`src/rtl/rc4_pkg.sv`:
```
// Shared RC4 key-search definitions: search states, plaintext character
// bounds, default message depth / key width and the character test helper.
package rc4_pkg;

  localparam int unsigned MSG_DEP_DEFAULT  = 32'd32;
  localparam int unsigned KEY_BITS_DEFAULT = 32'd22;

  localparam logic [7:0] CHAR_SPACE   = 8'h20;
  localparam logic [7:0] CHAR_LOWER_A = 8'h61;
  localparam logic [7:0] CHAR_LOWER_Z = 8'h7A;

  // Fixed encodings keep the state register compatible with older tooling.
  localparam logic [2:0] ST_IDLE      = 3'd0;
  localparam logic [2:0] ST_LAUNCH    = 3'd1;
  localparam logic [2:0] ST_WAIT_DONE = 3'd2;
  localparam logic [2:0] ST_RD_ADDR   = 3'd3;
  localparam logic [2:0] ST_RD_CHECK  = 3'd4;
  localparam logic [2:0] ST_NEXT_KEY  = 3'd5;
  localparam logic [2:0] ST_FOUND     = 3'd6;
  localparam logic [2:0] ST_FAIL      = 3'd7;

  typedef enum logic [2:0] {
    KS_IDLE      = ST_IDLE,
    KS_LAUNCH    = ST_LAUNCH,
    KS_WAIT_DONE = ST_WAIT_DONE,
    KS_RD_ADDR   = ST_RD_ADDR,
    KS_RD_CHECK  = ST_RD_CHECK,
    KS_NEXT_KEY  = ST_NEXT_KEY,
    KS_FOUND     = ST_FOUND,
    KS_FAIL      = ST_FAIL
  } key_search_state_t;

  function automatic logic is_plain_char(input logic [7:0] c);
    return (c == CHAR_SPACE) || ((c >= CHAR_LOWER_A) && (c <= CHAR_LOWER_Z));
  endfunction

endpackage

```
`src/rtl/key_search_fsm_if.sv`:
```
// Key-search controller bus: start/done handshake with the decrypt pipeline,
// message RAM read port and search status.
interface key_search_fsm_if
  import rc4_pkg::*;
#(
  parameter int unsigned MSG_DEP  = MSG_DEP_DEFAULT,
  parameter int unsigned KEY_BITS = KEY_BITS_DEFAULT
);
  logic                       start;
  logic                       decrypt_done;
  logic [7:0]                 msg_q;
  logic [23:0]                secret_key;
  logic                       decrypt_start;
  logic [$clog2(MSG_DEP)-1:0] msg_address;
  logic [KEY_BITS-1:0]        current_key;
  logic                       busy;
  logic                       key_found;
  logic                       key_failed;

  modport master (
    input  start, decrypt_done, msg_q,
    output secret_key, decrypt_start, msg_address, current_key,
           busy, key_found, key_failed
  );

  modport slave (
    output start, decrypt_done, msg_q,
    input  secret_key, decrypt_start, msg_address, current_key,
           busy, key_found, key_failed
  );
endinterface

```
`src/rtl/plaintext_char_checker.sv`:
```
// Combinational plaintext byte test: space or lowercase ASCII letter.
module plaintext_char_checker
  import rc4_pkg::*;
(
  input  logic [7:0] char_in,
  output logic       valid
);

  assign valid = is_plain_char(char_in);

endmodule

```
`src/rtl/key_search_fsm.sv`:
```
// Brute-force RC4 key search controller. Define KEY_SEARCH_EARLY_EXIT_EN to
// abandon a key on its first bad byte instead of always scanning the full message.
module key_search_fsm
  import rc4_pkg::*;
#(
  parameter int unsigned MSG_DEP   = MSG_DEP_DEFAULT,
  parameter int unsigned KEY_BITS  = KEY_BITS_DEFAULT,
  parameter int unsigned KEY_START = 32'd0,
  parameter int unsigned KEY_END   = (32'd1 << KEY_BITS) - 32'd1
) (
  input logic              CLOCK_50,
  input logic              reset,
  key_search_fsm_if.master bus
);

  localparam int unsigned AW = $clog2(MSG_DEP);
  localparam logic [AW-1:0]       LAST_IDX  = AW'(MSG_DEP - 32'd1);
  localparam logic [AW-1:0]       IDX_ONE   = AW'(32'd1);
  localparam logic [KEY_BITS-1:0] KEY_FIRST = KEY_BITS'(KEY_START);
  localparam logic [KEY_BITS-1:0] KEY_LAST  = KEY_BITS'(KEY_END);
  localparam logic [KEY_BITS-1:0] KEY_ONE   = KEY_BITS'(32'd1);

  key_search_state_t   state_r, state_s;
  logic [KEY_BITS-1:0] key_r, key_s;
  logic [AW-1:0]       idx_r, idx_s;
  logic                char_valid_s;
  logic                decrypt_start_r;
  logic                busy_r;
  logic                found_r;
  logic                failed_r;
`ifndef KEY_SEARCH_EARLY_EXIT_EN
  logic                bad_r, bad_s;
`endif

  plaintext_char_checker u_char_checker (
    .char_in (bus.msg_q),
    .valid   (char_valid_s)
  );

  // Next-state, key and byte-index computation.
  always_comb begin
    state_s = state_r;
    key_s   = key_r;
    idx_s   = idx_r;
`ifndef KEY_SEARCH_EARLY_EXIT_EN
    bad_s   = bad_r;
`endif
    case (state_r)
      KS_IDLE: begin
        if (bus.start) begin
          key_s   = KEY_FIRST;
          state_s = KS_LAUNCH;
        end else begin
          state_s = KS_IDLE;
        end
      end
      KS_LAUNCH: state_s = KS_WAIT_DONE;
      KS_WAIT_DONE: begin
        if (bus.decrypt_done) begin
          idx_s   = '0;
`ifndef KEY_SEARCH_EARLY_EXIT_EN
          bad_s   = 1'b0;
`endif
          state_s = KS_RD_ADDR;
        end else begin
          state_s = KS_WAIT_DONE;
        end
      end
      KS_RD_ADDR: state_s = KS_RD_CHECK;
      KS_RD_CHECK: begin
`ifdef KEY_SEARCH_EARLY_EXIT_EN
        if (!char_valid_s) begin
          state_s = KS_NEXT_KEY;
        end else if (idx_r == LAST_IDX) begin
          state_s = KS_FOUND;
        end else begin
          idx_s   = idx_r + IDX_ONE;
          state_s = KS_RD_ADDR;
        end
`else
        // Sticky bad flag: every key is scanned to the end, so the cost per key is constant.
        if (idx_r == LAST_IDX) begin
          if (bad_r || !char_valid_s) begin
            state_s = KS_NEXT_KEY;
          end else begin
            state_s = KS_FOUND;
          end
        end else begin
          bad_s   = bad_r | ~char_valid_s;
          idx_s   = idx_r + IDX_ONE;
          state_s = KS_RD_ADDR;
        end
`endif
      end
      KS_NEXT_KEY: begin
        if (key_r == KEY_LAST) begin
          state_s = KS_FAIL;
        end else begin
          key_s   = key_r + KEY_ONE;
          state_s = KS_LAUNCH;
        end
      end
      KS_FOUND: state_s = KS_FOUND;
      KS_FAIL:  state_s = KS_FAIL;
      default:  state_s = KS_IDLE;
    endcase
  end

  // State, key, index and output registers; status flags follow the next state.
  always_ff @(posedge CLOCK_50) begin
    if (reset) begin
      state_r         <= KS_IDLE;
      key_r           <= KEY_FIRST;
      idx_r           <= '0;
`ifndef KEY_SEARCH_EARLY_EXIT_EN
      bad_r           <= 1'b0;
`endif
      decrypt_start_r <= 1'b0;
      busy_r          <= 1'b0;
      found_r         <= 1'b0;
      failed_r        <= 1'b0;
    end else begin
      state_r         <= state_s;
      key_r           <= key_s;
      idx_r           <= idx_s;
`ifndef KEY_SEARCH_EARLY_EXIT_EN
      bad_r           <= bad_s;
`endif
      decrypt_start_r <= (state_s == KS_LAUNCH);
      busy_r          <= (state_s != KS_IDLE) && (state_s != KS_FOUND) && (state_s != KS_FAIL);
      found_r         <= (state_s == KS_FOUND);
      failed_r        <= (state_s == KS_FAIL);
    end
  end

  assign bus.secret_key    = {{(24 - KEY_BITS){1'b0}}, key_r};
  assign bus.current_key   = key_r;
  assign bus.msg_address   = idx_r;
  assign bus.decrypt_start = decrypt_start_r;
  assign bus.busy          = busy_r;
  assign bus.key_found     = found_r;
  assign bus.key_failed    = failed_r;

endmodule

```
`src/flat_wrapper.sv`:
```
// flat-port wrapper written by rule: the top's interface ports become plain ports
module key_search_fsm_flat import rc4_pkg::*;
#(
  parameter int unsigned MSG_DEP   = MSG_DEP_DEFAULT,
  parameter int unsigned KEY_BITS  = KEY_BITS_DEFAULT,
  parameter int unsigned KEY_START = 32'd0,
  parameter int unsigned KEY_END   = (32'd1 << KEY_BITS) - 32'd1
)
  (CLOCK_50, reset, bus_start, bus_decrypt_done, bus_msg_q, bus_secret_key, bus_decrypt_start, bus_msg_address, bus_current_key, bus_busy, bus_key_found, bus_key_failed);
  key_search_fsm_if #(.MSG_DEP(MSG_DEP), .KEY_BITS(KEY_BITS)) bus_i ();
  input logic CLOCK_50;
  input logic reset;
  input wire logic [$bits(bus_i.start)-1:0] bus_start;
  input wire logic [$bits(bus_i.decrypt_done)-1:0] bus_decrypt_done;
  input wire logic [$bits(bus_i.msg_q)-1:0] bus_msg_q;
  output wire logic [$bits(bus_i.secret_key)-1:0] bus_secret_key;
  output wire logic [$bits(bus_i.decrypt_start)-1:0] bus_decrypt_start;
  output wire logic [$bits(bus_i.msg_address)-1:0] bus_msg_address;
  output wire logic [$bits(bus_i.current_key)-1:0] bus_current_key;
  output wire logic [$bits(bus_i.busy)-1:0] bus_busy;
  output wire logic [$bits(bus_i.key_found)-1:0] bus_key_found;
  output wire logic [$bits(bus_i.key_failed)-1:0] bus_key_failed;
  assign bus_i.start = bus_start;
  assign bus_i.decrypt_done = bus_decrypt_done;
  assign bus_i.msg_q = bus_msg_q;
  assign bus_secret_key = bus_i.secret_key;
  assign bus_decrypt_start = bus_i.decrypt_start;
  assign bus_msg_address = bus_i.msg_address;
  assign bus_current_key = bus_i.current_key;
  assign bus_busy = bus_i.busy;
  assign bus_key_found = bus_i.key_found;
  assign bus_key_failed = bus_i.key_failed;
  key_search_fsm #(.MSG_DEP(MSG_DEP), .KEY_BITS(KEY_BITS), .KEY_START(KEY_START), .KEY_END(KEY_END)) u_core (.CLOCK_50(CLOCK_50), .reset(reset), .bus(bus_i));
endmodule
```
`config.mk`:
```
export PLATFORM = sky130hd
export DESIGN_NAME = key_search_fsm_flat
export DESIGN_NICKNAME = d
export VERILOG_FILES = /design/src/rtl/rc4_pkg.sv /design/src/rtl/key_search_fsm_if.sv /design/src/rtl/plaintext_char_checker.sv /design/src/rtl/key_search_fsm.sv /design/src/flat_wrapper.sv
export SDC_FILE = /design/constraint.sdc
export NUM_CORES = 1
export LEC_CHECK = 0
export CAP_MARGIN = 20
export CORE_ASPECT_RATIO = 0.9
export CORE_MARGIN = 1.5
export CORE_UTILIZATION = 46
export DETAILED_ROUTE_END_ITERATION = 7
export HOLD_SLACK_MARGIN = 0.1
export PLACE_DENSITY_LB_ADDON = 0.2
export SETUP_SLACK_MARGIN = 0.4
export SYNTH_ARGS = -nofsm -noshare
export SYNTH_HDL_FRONTEND = slang
export SYNTH_HIERARCHICAL = 1
export SYNTH_SLANG_ARGS = --single-unit
```
`constraint.sdc`:
```
create_clock -name CLOCK_50 -period 3.3 [get_ports CLOCK_50]
set_clock_uncertainty 0.2 [all_clocks]
set_input_delay 0.495 -clock CLOCK_50 [delete_from_list [all_inputs] [get_ports CLOCK_50]]
set_output_delay 0.495 -clock CLOCK_50 [all_outputs]
set_load 0.05 [all_outputs]
```
==> results by group, run 1 <==
Run status
  – Run status: finished, final reports clean

Floorplan
  – Die W: 73.6 um
  – Die H: 66.5 um
  – Core ar.: 0.00418 sq mm
  – FP Rows: 22
  – Starting density of the core: 49.3%
  – Top Ports: 67
  – Die area: 0.00489 sq mm

STA
  – # setup viols final: 0
  – Final setup TNS: 0 ns
  – Fin crit share: 81.7%
  – Max-slew violations: 0
  – Worst-Margin Slew: 0.747 ns
  – RSZ-0062 raised after global routing: false
  – Period minus WS final: 2.70 ns
  – Final Hold Fails: 0
  – Achievable Freq: 0.371 GHz
  – Slew margin rel.: 50.0%

CTS
  – Inserted Clock Buffers: 5
  – Skew-Pair Late Insertion Delay: 0.28 ns
  – Clock tree buffer depth: 2
  – CTS sink count: 35
  – H-tree depth: 2
  – Root buffer cell: clkbuf_8
  – Cts hold-fix bufs: 0
  – Register clock-pin slew on the reported worst setup and hold paths: 0.07 ns
  – CTS tree: yes
  – Post-CTS Resized: 0
  – # Post-CTS Setup Buffers: 0

Power and ir drop
  – LEAKAGE: 0.894 nW
  – Worst vdd rail ir drop: 0.369 mV
  – PwrDens: 429 mW/mm^2

Layout
  – Commonest non-fill, non-tap cell in the layout: clkdlybuf4s50_1
  – Most frequent cells in the layout: clkdlybuf4s50_1, dfxtp_1, nor2_1, nand2_1, xnor2_1
  – Area grow syn2layout: 28.7%
  – Nets@finish: 296
  – Fin area: 0.00265 sq mm
  – Layout cell share with drive strength beyond 1: 8.21%
  – Filler cells: 380
  – Antenna diodes: 0

Logic synthesis
  – Seq cells post-synth: 35
  – Synth area leaders: dfxtp_1, buf_4, xnor2_1
  – Register area share after synthesis: 34.0%
  – Post-synth top area cell: dfxtp_1
  – Post-Syn Area per Cell: 8.66 sq um
  – Synth Flop Type: dfxtp_1
  – Post-Synthesis Cell Area: 0.00206 sq mm
  – Synth warnings: 6
  – Asr flop ratio synth: 0%
  – Post-synth EDFFs: 0
  – Synthesized instance count: 238
  – Synth top area share: 34.0%
  – Netlist cell types: 53

Critical path
  – CP Launch Type: flip-flop
  – Endpoint class of the critical path: flip-flop
  – CP Class: flip-flop to flip-flop
  – Worst Path Required: 3.27 ns
  – Critical Path AT: 2.67 ns
  – Max Fanout on Critical Path: 9

Placed design
  – Post-Place Cell Area: 0.00258 sq mm
  – GP Congestion: 0.849
  – Post-DP HPWL: 3.12 mm
  – IO buf count: 64

Routing
  – Vias per inst: 5.10
  – First-pass iteration count of the detailed router: 4
  – DRT iter0 DRCs: 100
  – Post-Route WL: 4.24 mm
  – Remaining DRCs: 0
  – Routed len/inst: 12.5 um
  – Final ANT Viol Nets: 0
  – Via Count: 1733

Global route
  – Global Route Usage Sum: 18.3%
  – Global-route wire length before repair: 7.02 mm
  – Congestion Overflow GR: 0
  – Vias in the first global route: 1464
  – Initial antenna violation count: 0
  – Largest net degree at the start of global routing: 17

Hold path
  – Hold crit path type: flip-flop to flip-flop

Flow run
  – Max-cap violations: 0
## metrics by stage
stage / worst slack [ns] / hold WS, ns / instances / power (mW) / utilization (%)
after floorplan: 0.653 / 0.267 / 239 / 0.787 / -
after global routing: 0.422 / 0.343 / 340 / 1.20 / 63.4
after global placement: 0.608 / 0.289 / 334 / 0.862 / 61.6
after detailed placement: 0.588 / 0.289 / 334 / 0.865 / 61.6
after CTS: 0.574 / 0.300 / 340 / 1.15 / 63.4
final: 0.604 / 0.295 / 340 / 1.14 / 63.4
## worst max-delay path, stage by stage, from the launching register on
cell	delay [ns]
dfxtp_1	0.35
ha_1	0.23
and3_1	0.19
ha_1	0.22
or3b_2	0.46
a21oi_2	0.35
o21bai_1	0.19
nand2_1	0.11
nor4b_1	0.30
## final timing paths
path / depth (start not counted) / slack (ns) / start / to
worst min register to register: 2 / 0.29 / u_core/bus.msg_address[4] / u_core/bus.msg_address[4]
worst max register to register: 8 / 0.60 / u_core/bus.msg_address[0] / u_core/bus.decrypt_start
worst min-delay path: 2 / 0.29 / u_core/bus.msg_address[4] / u_core/bus.msg_address[4]
worst max-delay path: 8 / 0.60 / u_core/bus.msg_address[0] / u_core/bus.decrypt_start
## kinds of logic after synthesis
group,count (synthesis),synth area share (%)
AO/OA/AOI/OAI,40,15.2
XOR/XNOR,20,8.50
adder cells (fa/ha/maj),3,1.82
buffers and inverters,39,12.1
flip-flops,35,34.0
multiplexers,2,0.972
AND/OR/NAND/NOR,98,27.2
other,1,0.182
## sequential cells by signal, indices dropped and copies added (netlist names)
name	count
u_core/bus.busy	1
u_core/bus.key_found	1
u_core/bad_r	1
u_core/bus.current_key	22
u_core/bus.decrypt_start	1
u_core/bus.key_failed	1
u_core/bus.msg_address	5
u_core/state_r	3
## cell usage after synthesis, drive strengths merged (4+ instances only)
| master | count |
|---|---|
| nand3b | 4 |
| nor3 | 6 |
| xor2 | 6 |
| dfxtp | 35 |
| nor2 | 30 |
| buf | 29 |
| a21oi | 14 |
| a2111oi | 5 |
| o21ai | 6 |
| inv | 7 |
| nand2 | 15 |
| nand4 | 5 |
| xnor2 | 14 |
| nand3 | 10 |
## routing by layer
metal | share of wire [%] | track usage (%) | vias to the layer above
li1 | - | - | 900
met1 | 53 | 27.7 | 767
met2 | 41 | 26.0 | 61
met3 | 5.4 | 3.63 | 5
met4 | 0.71 | 4.86 | 0
met5 | 0 | 0 | -
## cell type report
cell class	count	area (sq um)	area share, %
Inverter	7	26.3	0.991
Timing Repair Buffer	67	663	25.0
Clock buffer	6	72.6	2.74
Tap cell	60	75.1	2.83
Multi-Input combinational cell	165	1110	42.0
Sequential cell	35	701	26.4
## power breakdown
group	total (mW)	switching, mW	leakage [nW]	internal [mW]
sequential	0.510	0.0570	0.283	0.453
combinational	0.346	0.210	0.574	0.136
clock	0.281	0.141	0.0371	0.141
total	1.14	0.408	0.894	0.730
No activity file was read; power rests on OpenSTA's default activity.
==> run 2: changes to the inputs <==
--- a/config.mk
+++ b/config.mk
@@ -8,7 +8,7 @@
 export CAP_MARGIN = 20
 export CORE_ASPECT_RATIO = 0.9
 export CORE_MARGIN = 1.5
-export CORE_UTILIZATION = 46
+export CORE_UTILIZATION = 42
 export DETAILED_ROUTE_END_ITERATION = 7
 export HOLD_SLACK_MARGIN = 0.1
 export PLACE_DENSITY_LB_ADDON = 0.2
==> constraint.sdc (replaced) <==
create_clock -name CLOCK_50 -period 2.4 [get_ports CLOCK_50]
set_clock_uncertainty 0.2 [all_clocks]
set_input_delay 0.36 -clock CLOCK_50 [delete_from_list [all_inputs] [get_ports CLOCK_50]]
set_output_delay 0.36 -clock CLOCK_50 [all_outputs]
set_load 0.05 [all_outputs]
==> run 2 against run 1 <==
  * Critical path depth did not move
  * Power rose by 55%
  * Global-route usage rose by 0.088 points
  * Critical path type unchanged
  * Cell count rose by 12%
  * Clock power rose by 45%
  * Via count rose by 11%
  * Worst hold slack got worse by 0.011 ns
  * Cell area rose by 19%
  * Combinational power rose by 100%
  * Sequential share of layout area fell by 1.4 points
==> results by group, run 2 (synthesis results as in run 1) <==
Power and ir drop
  – Worst vdd rail ir drop: 0.439 mV
  – Internal power: 1.12 mW
  – Combinational share of power: 39.3%
  – Net Sw Frac: 36.9%
  – LEAKAGE: 1.35 nW
  – NetSw: 652 uW
  – Clock network power share: 23.1%
  – PwrDens: 559 mW/mm^2
  – Sequential Power Share: 37.7%

STA
  – Period minus WS final: 2.13 ns
  – Fin crit share: 88.9%
  – Achievable Freq: 0.469 GHz
  – Final Hold Fails: 0
  – Max-slew violations: 0
  – RSZ-0062 raised after global routing: true
  – Setup slack after layout: 0.266 ns
  – Final setup TNS: 0 ns
  – # setup viols final: 0

Routing
  – Via Count: 1932
  – Post-Route WL: 5.07 mm
  – Vias per inst: 5.07
  – Routed len/inst: 13.3 um
  – First-pass iteration count of the detailed router: 4
  – Final ANT Viol Nets: 0
  – Remaining DRCs: 0
  – DRT iter0 DRCs: 82

CTS
  – Skew-Pair Late Insertion Delay: 0.28 ns
  – Inserted Clock Buffers: 5
  – Register clock-pin slew on the reported worst setup and hold paths: 0.07 ns
  – CTS sink count: 35
  – CTS tree: yes
  – Clock tree buffer depth: 2
  – Root buffer cell: clkbuf_8
  – H-tree depth: 2

Hold path
  – Hold crit path type: flip-flop to flip-flop

Floorplan
  – Die H: 69.5 um
  – Die W: 76.8 um
  – Top Ports: 67
  – Starting density of the core: 45.0%
  – FP Rows: 23
  – Core ar.: 0.00458 sq mm
  – Die area: 0.00534 sq mm

Layout
  – Nets@finish: 333
  – Area grow syn2layout: 53.3%
  – Antenna diodes: 0
  – Max FFs per register: 22
  – Commonest non-fill, non-tap cell in the layout: dlygate4sd2_1
  – Layout cell share with drive strength beyond 1: 34.2%
  – Most frequent cells in the layout: dlygate4sd2_1, buf_4, nor2_1, dfxtp_4

Critical path
  – Worst Path Required: 2.39 ns
  – CP Launch Type: flip-flop
  – CP Class: flip-flop to flip-flop
  – Slowest cell on crit path: or3b_4
  – Worst path cell trace: ha_4, and3_4, ha_4, or3b_4, a21oi_4, o21bai_4, nand2_2, nor4b_2
  – Endpoint class of the critical path: flip-flop
  – Crit-path max cell delay: 0.37 ns
  – Max Fanout on Critical Path: 3
  – Critical Path AT: 2.12 ns
  – Most used cell, CP: ha_4

Placed design
  – Setup WS pre-CTS: -0.0554 ns
  – IO buf count: 64
  – GP Congestion: 0.797
  – Post-DP HPWL: 3.45 mm

Global route
  – Global Route Usage Sum: 18.4%
  – Initial antenna violation count: 0
  – Vias in the first global route: 1643
  – Largest net degree at the start of global routing: 16
  – Global-route wire length before repair: 7.91 mm
  – Congestion Overflow GR: 0

Run status
  – Run status: finished, final reports clean

Flow run
  – Max-cap violations: 0
run 2: timing repair:
action | in CTS | in global routing
cloned | 1 | 0
setup endpoints to repair | 73 | 24
hold buffers | 0 | 0
setup buffers | 10 | 17
pin swaps | 13 | 11
gates resized for setup | 60 | 9
run 2: stage by stage:
| step | cells | power (mW) | util (%) | instance area, sq um | hold WS (ns) |
|---|---|---|---|---|---|
| global placement | 345 | 1.24 | 62.5 | 2860 | 0.262 |
| global route | 381 | 1.85 | 69.0 | 3160 | 0.308 |
| floorplan | 239 | 1.10 | - | 2290 | 0.282 |
| detailed placement | 345 | 1.24 | 62.5 | 2860 | 0.273 |
| CTS | 364 | 1.70 | 65.6 | 3000 | 0.285 |
| finish | 381 | 1.77 | 69.0 | 3160 | 0.284 |
run 2: cell type report:
| type | instances | area (sq um) |
|---|---|---|
| clock buffer | 8 | 80.1 |
| fill | 391 | 1420 |
| inverter | 7 | 26.3 |
| multi-input combinational | 166 | 1310 |
| sequential | 35 | 791 |
| tap | 62 | 77.6 |
| timing repair buffer | 103 | 878 |
run 2: layer usage:
layer / track usage (%) / vias to the layer above / wire length [um]
li1: - / 977 / -
met1: 26.2 / 884 / 2520
met2: 26.8 / 63 / 2210
met3: 4.08 / 8 / 283
met4: 7.00 / 0 / 57
met5: 0 / - / 0
run 2: power groups by stage:
| stage | clock [mW] | sequential [mW] | combinational, mW |
|---|---|---|---|
| after floorplan | 0 | 0.731 | 0.364 |
| after global placement | 0 | 0.684 | 0.553 |
| after detailed placement | 0 | 0.683 | 0.555 |
| after CTS | 0.420 | 0.676 | 0.606 |
| after global routing | 0.444 | 0.671 | 0.737 |
| final | 0.407 | 0.666 | 0.694 |
run 2: worst paths after layout:
path | startpoint | to | cells past startpoint | slack [ns]
setup reg to reg | u_core/bus.msg_address[0] | u_core/bus.decrypt_start | 8 | 0.27
hold / removal | u_core/bus.current_key[20] | u_core/bus.current_key[20] | 2 | 0.28
hold reg to reg | u_core/bus.current_key[20] | u_core/bus.current_key[20] | 2 | 0.28
setup / recovery | u_core/bus.msg_address[0] | u_core/bus.decrypt_start | 8 | 0.27
run 2: critical path: cells and delay by family (launching register included):
family,cells,cell delay (ns)
flops,1,0.36
fa+ha+maj,2,0.30
simple gates,4,0.86
compound gates,2,0.31
